[src/rtl/sram_bus_arbiter_pkg.sv]
// ============================================================================
// Module      : sram_bus_arbiter_pkg
// Description : Shared encodings and bus widths for the SRAM bus arbiter.
// Revision    : 1.0 - initial release
// ============================================================================
`default_nettype none

package sram_bus_arbiter_pkg;

  localparam int C_BUS_ADDR_W = 32;
  localparam int C_BUS_DATA_W = 32;

  typedef enum logic [1:0] {
    ARB_IDLE = 2'd0,
    ARB_ADDR = 2'd1,
    ARB_DATA = 2'd2
  } arb_state_t;

  localparam logic GNT_INST = 1'b0;
  localparam logic GNT_DATA = 1'b1;

endpackage

`default_nettype wire

[src/rtl/sram_arb_pick.sv]
// ============================================================================
// Module      : sram_arb_pick
// Description : Winner selection (data first) with a fetch starvation guard.
// Revision    : 1.0 - initial release
// ============================================================================
`default_nettype none

module sram_arb_pick
  import sram_bus_arbiter_pkg::*;
#(
  parameter int STARVE_MAX = 4
) (
  input  logic clk,
  input  logic rst,
  input  logic i_inst_req,
  input  logic i_data_req,
  input  logic i_idle,
  output logic o_accept,
  output logic o_grant_next
);

  logic [3:0] r_starve_cnt;
  logic       w_force_inst;

  assign w_force_inst = i_inst_req && (r_starve_cnt == 4'(STARVE_MAX));
  assign o_grant_next = (i_data_req && !w_force_inst) ? GNT_DATA : GNT_INST;
  assign o_accept     = i_idle && (i_inst_req || i_data_req);

  // Only IDLE cycles move the counter; with fetch waiting, IDLE always accepts.
  always_ff @(posedge clk or negedge rst) begin
    if (!rst) begin
      r_starve_cnt <= '0;
    end else if (i_idle) begin
      if (!i_inst_req || (o_grant_next == GNT_INST)) begin
        r_starve_cnt <= '0;
      end else if (r_starve_cnt < 4'(STARVE_MAX)) begin
        r_starve_cnt <= r_starve_cnt + 4'd1;
      end
    end
  end

endmodule

`default_nettype wire

[src/rtl/sram_bus_arbiter.sv]
// ============================================================================
// Module      : sram_bus_arbiter
// Description : Shares one sram-like bus between fetch and load/store ports.
// Revision    : 1.0 - initial release
// ============================================================================
`default_nettype none

module sram_bus_arbiter
  import sram_bus_arbiter_pkg::*;
#(
  parameter int ADDR_W     = C_BUS_ADDR_W,
  parameter int DATA_W     = C_BUS_DATA_W,
  parameter int STARVE_MAX = 4
) (
  input  logic              clk,
  input  logic              rst,
  input  logic              inst_req,
  input  logic [ADDR_W-1:0] inst_addr,
  output logic              inst_addr_ok,
  output logic              inst_data_ok,
  output logic [DATA_W-1:0] inst_rdata,
  input  logic              data_req,
  input  logic              data_wr,
  input  logic [3:0]        data_wstrb,
  input  logic [ADDR_W-1:0] data_addr,
  input  logic [DATA_W-1:0] data_wdata,
  output logic              data_addr_ok,
  output logic              data_data_ok,
  output logic [DATA_W-1:0] data_rdata,
  output logic              mem_req,
  output logic              mem_wr,
  output logic [3:0]        mem_wstrb,
  output logic [ADDR_W-1:0] mem_addr,
  output logic [DATA_W-1:0] mem_wdata,
  input  logic              mem_addr_ok,
  input  logic              mem_data_ok,
  input  logic [DATA_W-1:0] mem_rdata
);

  arb_state_t        r_state;
  logic              r_grant;
  logic              r_wr;
  logic [3:0]        r_wstrb;
  logic [ADDR_W-1:0] r_addr;
  logic [DATA_W-1:0] r_wdata;

  logic w_idle;
  logic w_accept;
  logic w_grant_next;
  logic w_done;

  // Qualifying with reset keeps the combinational addr_ok pulses quiet in reset.
  assign w_idle = rst && (r_state == ARB_IDLE);

  sram_arb_pick #(
    .STARVE_MAX (STARVE_MAX)
  ) u_pick (
    .clk          (clk),
    .rst          (rst),
    .i_inst_req   (inst_req),
    .i_data_req   (data_req),
    .i_idle       (w_idle),
    .o_accept     (w_accept),
    .o_grant_next (w_grant_next)
  );

  always_ff @(posedge clk or negedge rst) begin
    if (!rst) begin
      r_state <= ARB_IDLE;
      r_grant <= GNT_INST;
      r_wr    <= 1'b0;
      r_wstrb <= '0;
      r_addr  <= '0;
      r_wdata <= '0;
    end else begin
      case (r_state)
        ARB_IDLE: begin
          if (w_accept) begin
            r_grant <= w_grant_next;
            r_state <= ARB_ADDR;
            if (w_grant_next == GNT_DATA) begin
              r_wr    <= data_wr;
              r_wstrb <= data_wstrb;
              r_addr  <= data_addr;
              r_wdata <= data_wdata;
            end else begin
              r_wr    <= 1'b0;
              r_wstrb <= '0;
              r_addr  <= inst_addr;
              r_wdata <= '0;
            end
          end
        end
        ARB_ADDR: begin
          if (mem_addr_ok) begin
            r_state <= mem_data_ok ? ARB_IDLE : ARB_DATA;
          end
        end
        ARB_DATA: begin
          if (mem_data_ok) begin
            r_state <= ARB_IDLE;
          end
        end
        default: r_state <= ARB_IDLE;
      endcase
    end
  end

  assign w_done = ((r_state == ARB_ADDR) && mem_addr_ok && mem_data_ok) ||
                  ((r_state == ARB_DATA) && mem_data_ok);

  assign inst_addr_ok = w_accept && (w_grant_next == GNT_INST);
  assign data_addr_ok = w_accept && (w_grant_next == GNT_DATA);

  assign inst_data_ok = w_done && (r_grant == GNT_INST);
  assign data_data_ok = w_done && (r_grant == GNT_DATA);
  assign inst_rdata   = inst_data_ok ? mem_rdata : '0;
  assign data_rdata   = data_data_ok ? mem_rdata : '0;

  assign mem_req   = (r_state == ARB_ADDR);
  assign mem_wr    = r_wr;
  assign mem_wstrb = r_wstrb;
  assign mem_addr  = r_addr;
  assign mem_wdata = r_wdata;

endmodule

`default_nettype wire

[config.mk]
export PLATFORM = sky130hd
export DESIGN_NAME = sram_bus_arbiter
export DESIGN_NICKNAME = d
export VERILOG_FILES = /design/src/rtl/sram_bus_arbiter_pkg.sv /design/src/rtl/sram_arb_pick.sv /design/src/rtl/sram_bus_arbiter.sv
export SDC_FILE = /design/constraint.sdc
export NUM_CORES = 1
export LEC_CHECK = 0
export CAP_MARGIN = 40
export CORE_UTILIZATION = 28
export CTS_BUF_LIST = sky130_fd_sc_hd__clkbuf_16
export CTS_CLUSTER_SIZE = 8
export DETAILED_ROUTE_END_ITERATION = 6
export PLACE_DENSITY = 0.66
export SETUP_SLACK_MARGIN = 0.2
export SKIP_CTS_REPAIR_TIMING = 1
export SLEW_MARGIN = 20
export SYNTH_ARGS = -nofsm -noshare
export SYNTH_HDL_FRONTEND = slang
export SYNTH_HIERARCHICAL = 1
export SYNTH_SLANG_ARGS = --single-unit
[constraint.sdc]
create_clock -name clk -period 1.95 [get_ports clk]
set_input_delay 0.39 -clock clk [delete_from_list [all_inputs] [get_ports clk]]
set_output_delay 0.39 -clock clk [all_outputs]
set_load 0.1 [all_outputs]
Yosys cells after proc, flatten, opt, wreduce, memory -nomap -nowiden

Index checks and enable logic that the tools add are counted.
W data, S select, Z words.

Mux-type cells: 14
Eq/ne operators: 6
Shifts and indexed selects: 0
Div/mod/pow operators: 0
Order comparisons: 1
Bitwise operators: 2
Multiply operators: 0
Add/subtract/negate cells: 1
Reductions and logical operators: 21

Operators by type and width:

| kind                  | count |
|---|---|
| $mux W32              | 4 |
| $mux W4               | 3 |
| $logic_and A1 B1 Y1   | 11 |
| $mux W2               | 4 |
| $pmux W2 S3           | 1 |
| $add A4 B1 Y4 const B | 1 |
| $eq A4 B3 Y1 const B  | 1 |
| $lt A4 B3 Y1 const B  | 1 |
| $ne A2 B2 Y1 const B  | 2 |
| $reduce_and A2 Y1     | 2 |
| $logic_or A1 B1 Y1    | 3 |
| $reduce_and A3 Y1     | 1 |
| $eq A2 B1 Y1 const B  | 1 |
| $eq A2 B2 Y1 const B  | 1 |
| $logic_not A1 Y1      | 2 |
| $logic_not A2 Y1      | 1 |
| $mux W1               | 2 |
| $ne A2 B1 Y1 const B  | 1 |
| $not A1 Y1            | 2 |
| $reduce_bool A2 Y1    | 1 |

Input port bits: 139
Logic and storage cells: 52
Output and inout bits: 138
Memories: 0
RAM bits: 0
Register bits after elaboration: 76
Bits in latches: 0
Memory bits (read-only): 0

Depth between registers and ports, before layout

Depth in word-level cells: 9
Depth in mapped cells: 9

Modules after synthesis

The synthesis kept the hierarchy.

Modules (own cells, without submodules):

| module           | area an instance (sq um) | times used | cells an instance | seq. area each (sq um) |
|---|---|---|---|---|
| sram_bus_arbiter | 4326.6                   | 1          | 395               | 1801.7 |
| sram_arb_pick    | 256.5                    | 1          | 23                | 100.1 |

Worst setup path before layout

Ideal clock, no wire load.

Kind: reg2out
From: reg r_state[1]
To: out data_rdata[10]
Data required time: 1560 ps
Buffers on the path: 2
Stages on the path, launching flop included: 5
Slack: -1591 ps
Data arrival time: 3151 ps
Cells stage by stage: dfrtp_1 nand3b_4 buf_6 buf_6 a211oi_1

Longest elaborated chain between the ends: 6

RTL lines:

| element                          | line                    | text |
|---|---|---|
| start: declaration               | sram_bus_arbiter.sv:40  | `arb_state_t r_state;` |
| start signal: assignment         | sram_bus_arbiter.sv:96  | `r_state <= mem_data_ok ? ARB_IDLE : ARB_DATA;` |
| $eq A2 B1 Y1                     | sram_bus_arbiter.sv:109 | `assign w_done = ((r_state == ARB_ADDR) && mem_addr_ok && mem_data_ok) \|\|` |
| $logic_and A1 B1 Y1 (2 in a row) | sram_bus_arbiter.sv:109 |  |
| $logic_or A1 B1 Y1 (*)           | sram_bus_arbiter.sv:109 |  |
| $logic_and A1 B1 Y1 (*)          | sram_bus_arbiter.sv:116 | `assign data_data_ok = w_done && (r_grant == GNT_DATA);` |
| $mux W32 (*)                     | sram_bus_arbiter.sv:118 | `assign data_rdata = data_data_ok ? mem_rdata : '0;` |
| end: declaration                 | sram_bus_arbiter.sv:29  | `output logic [DATA_W-1:0] data_rdata,` |

Mark *: on every way between the ends. The rest lies on a longest branch, timed or not.

Worst setup path in the final report

From: reg r_state[0]
To: out data_rdata[9]

The elaborated chain is that of the path after synthesis.

==> flow_summary.yaml <==
timing:
  hold_viol: 0
  tightestPinTransition_ps: 410.6
  fmax_mhz: 461.4
  slew_viol_final: 0
  finalCriticalPeriod_ps: 2167
  fin_skew_ps: 6.341
  finalSetupViolCount: 98
  relSlewSlack_pct: 72.63
  rsz0062_at_grt: "true"
  period_share_pct: 111.1
  fin_ws_ps: -217.1
  setup_tns_ps: -12550
cts:
  clockBufferDepth: 2
  cts_sinks: 76
  cts-buffers-inserted: 9
  tritoncts: "yes"
  ctsHtreeMaxLevel: 3
  clockRootBuffer: "clkbuf_16"
  clkSlewWorstSetupHoldPaths_ps: 60
  clk_latency_ps: 330
detailed_routing:
  dr.pass1.iters: 4
  route.vias.total: 4294
  first_iter_violations: 84
  wirelength_mm: 16.53
  route.detailed.wl_per_inst_um: 17.11
  route.detailed.drc: 0
  ant_nets: 0
  viasPerCell: 4.445
setup_path:
  arrival_ps: 1780
  critPathKind: "reg2out"
  path_max_fanout: 6
  r2r_slack_ps: -50
  cp_num_buf_inv: 3
  worst_setup_path_end_kind: "primary output"
  reg2reg_to: "mem_addr[15]"
  crit_path_max_incr_delay_ps: 430
  slowest_stage: "dfrtp_2"
  r2r_cells: 8
  r2r_start: "u_pick/r_starve_cnt[0]"
  critPathRequiredTime_ps: 1560
  path_delay_family: "buffers and inverters"
  startpoint_type: "register"
  path_cells: "buf_4, nand3b_4, clkbuf_16, a211oi_4, buf_12"
power:
  switching_power_w: 0.009098
  p_per_area_mw_per_mm2: 1556
  power_frac_clock_pct: 10.4
  comb_power_share_pct: 72.6
  internal_power_w: 0.006836
  p_sw_share_pct: 57.10
  power.share.sequential_pct: 17.0
  ir_drop_v: 0.001475
  p_leak_nw: 4.336
floorplan:
  ios: 277
  fp.dieH_um: 129.9
  num_rows: 46
  dieArea_mm2: 0.01688
  die_w_um: 129.9
  coreArea_mm2: 0.01594
  initial_core_util_pct: 28.75
global_routing:
  grt-ovfl-total: 0
  grt_max_degree: 50
  grt_pass1_vias: 4425
  antenna_found_initial: 1
  grt_pass1_wl_mm: 22.94
  grt_util_all_layers_pct: 17.82
synth:
  yosysWarnings: 6
  yosysSeqAreaShare_pct: 41.50
  yosys_register_bits: 76
  yosys.area.top_type: "dfrtp_1"
  ys_top_cells_by_area: "dfrtp_1 41%, mux2_4 11%, a211oi_1 10%, mux2_2 8.1%, mux2i_1 8.1%"
  syn-cell-area_mm2: 0.004583
  syn-num-nets: 559
  synth_cell_types: 32
  syn_inst: 418
  synth_top_area_share_pct: 41.50
  avgSynthCellArea_um2: 10.96
cells_and_area:
  drive_gt1_share_pct: 51.13
  multi_input_area_mm2: 0.003134
  final_common_cell: "clkdlybuf4s50_1"
  final_cell_mix: "135 x clkdlybuf4s50_1, 101 x buf_4, 81 x buf_12"
  nNetsFinal: 886
  seq_area_mm2: 0.001904
  final_area_mm2: 0.01024
  area_growth_pct: 123.5
  fillers: 1176
placed_design:
  place.gp.congestion: 0.7367
  io_buffers: 276
  hpwl_mm: 11.63
  placed_area_mm2: 0.009184
worst_hold_path:
  hp-class: "in2async"
run_status:
  run_status: "finished, violations left"
  failed_checks: "setup timing"
job:
  cap_violations: 0
## registers in the layout, summed over array words and instances, names as in the netlist
name	cells
r_state	2
r_grant	1
mem_addr	32
mem_wdata	32
mem_wr	1
u_pick/r_starve_cnt	4
mem_wstrb	4
## cell type report
type,count,area share [%]
antenna,1,0.02443
clock buffer,9,2.199
clock inverter,6,0.6352
inverter,74,2.712
multi-input combinational,233,30.60
sequential,76,18.59
tap,216,2.639
timing repair buffer,351,42.60
## stage by stage
step	hold WS, ps	std cells	utilization [%]	total power [W]	setup slack (ps)
finish	94.80	966	64.24	0.01593	-217.1
global route	114.5	966	64.24	0.01651	-277.0
CTS	107.1	926	59.43	0.01529	-343.6
detailed placement	466.5	911	57.60	0.01356	-345.7
global placement	499.5	910	57.43	0.01343	-306.0
floorplan	94.41	418	-	0.01104	-698.0
## how the worst max path moves through the flow
stage,startpoint,endpoint,slack [ps],depth (start not counted)
2_1_floorplan,r_state[1],data_rdata[10],-700,4
3_3_place_gp,mem_addr_ok,data_rdata[3],-310,5
3_5_place_dp,inst_req,mem_wdata[15],-350,7
4_1_cts,mem_addr_ok,data_rdata[3],-340,5
5_1_grt,r_state[1],data_rdata[16],-280,4
6_report,r_state[0],data_rdata[9],-220,5
## routing by layer
metal | up-vias | global-route usage, % | part of all wire [%]
met2 | 197 | 33.19 | 53
met3 | 12 | 6.150 | 8.2
li1 | 2021 | - | -
met5 | - | 0 | 0
met1 | 2064 | 19.14 | 38
met4 | 0 | 4.514 | 1.0
## logic make-up (layout without fill, tap and decap cells)
family / Yosys count / in the layout / share of synthesized area [%]
other: 0 / 1 / 0
DFF: 76 / 76 / 41.50
adders and majority gates: 2 / 2 / 0.5459
AOI/OAI and AO/OA: 75 / 75 / 12.18
and+or+nand+nor: 51 / 53 / 5.870
buffers and inverters: 111 / 440 / 12.91
muxes: 103 / 103 / 27.00
## power groups by stage
stage          logic [W]  clock network, W  registers, W
2_1_floorplan    0.00374                 0       0.00730
3_3_place_gp      0.0107                 0       0.00270
3_5_place_dp      0.0109                 0       0.00270
4_1_cts           0.0109           0.00171       0.00272
5_1_grt           0.0119           0.00178       0.00279
6_report          0.0116           0.00166       0.00270
## cells in the mapped netlist (all sizes together)
cell type / number
a211oi: 64
a21boi: 1
a21o: 1
a21oi: 3
a22o: 2
a31oi: 2
and2: 1
and2b: 1
buf: 26
clkbuf: 11
dfrtp: 76
ha: 2
inv: 74
mux2: 66
mux2i: 37
nand2: 39
nand2b: 3
nand3b: 1
nor2: 1
nor2b: 2
nor3b: 2
nor4b: 1
o21a: 1
o21ai: 1
No activity file was read; power rests on OpenSTA's default activity.
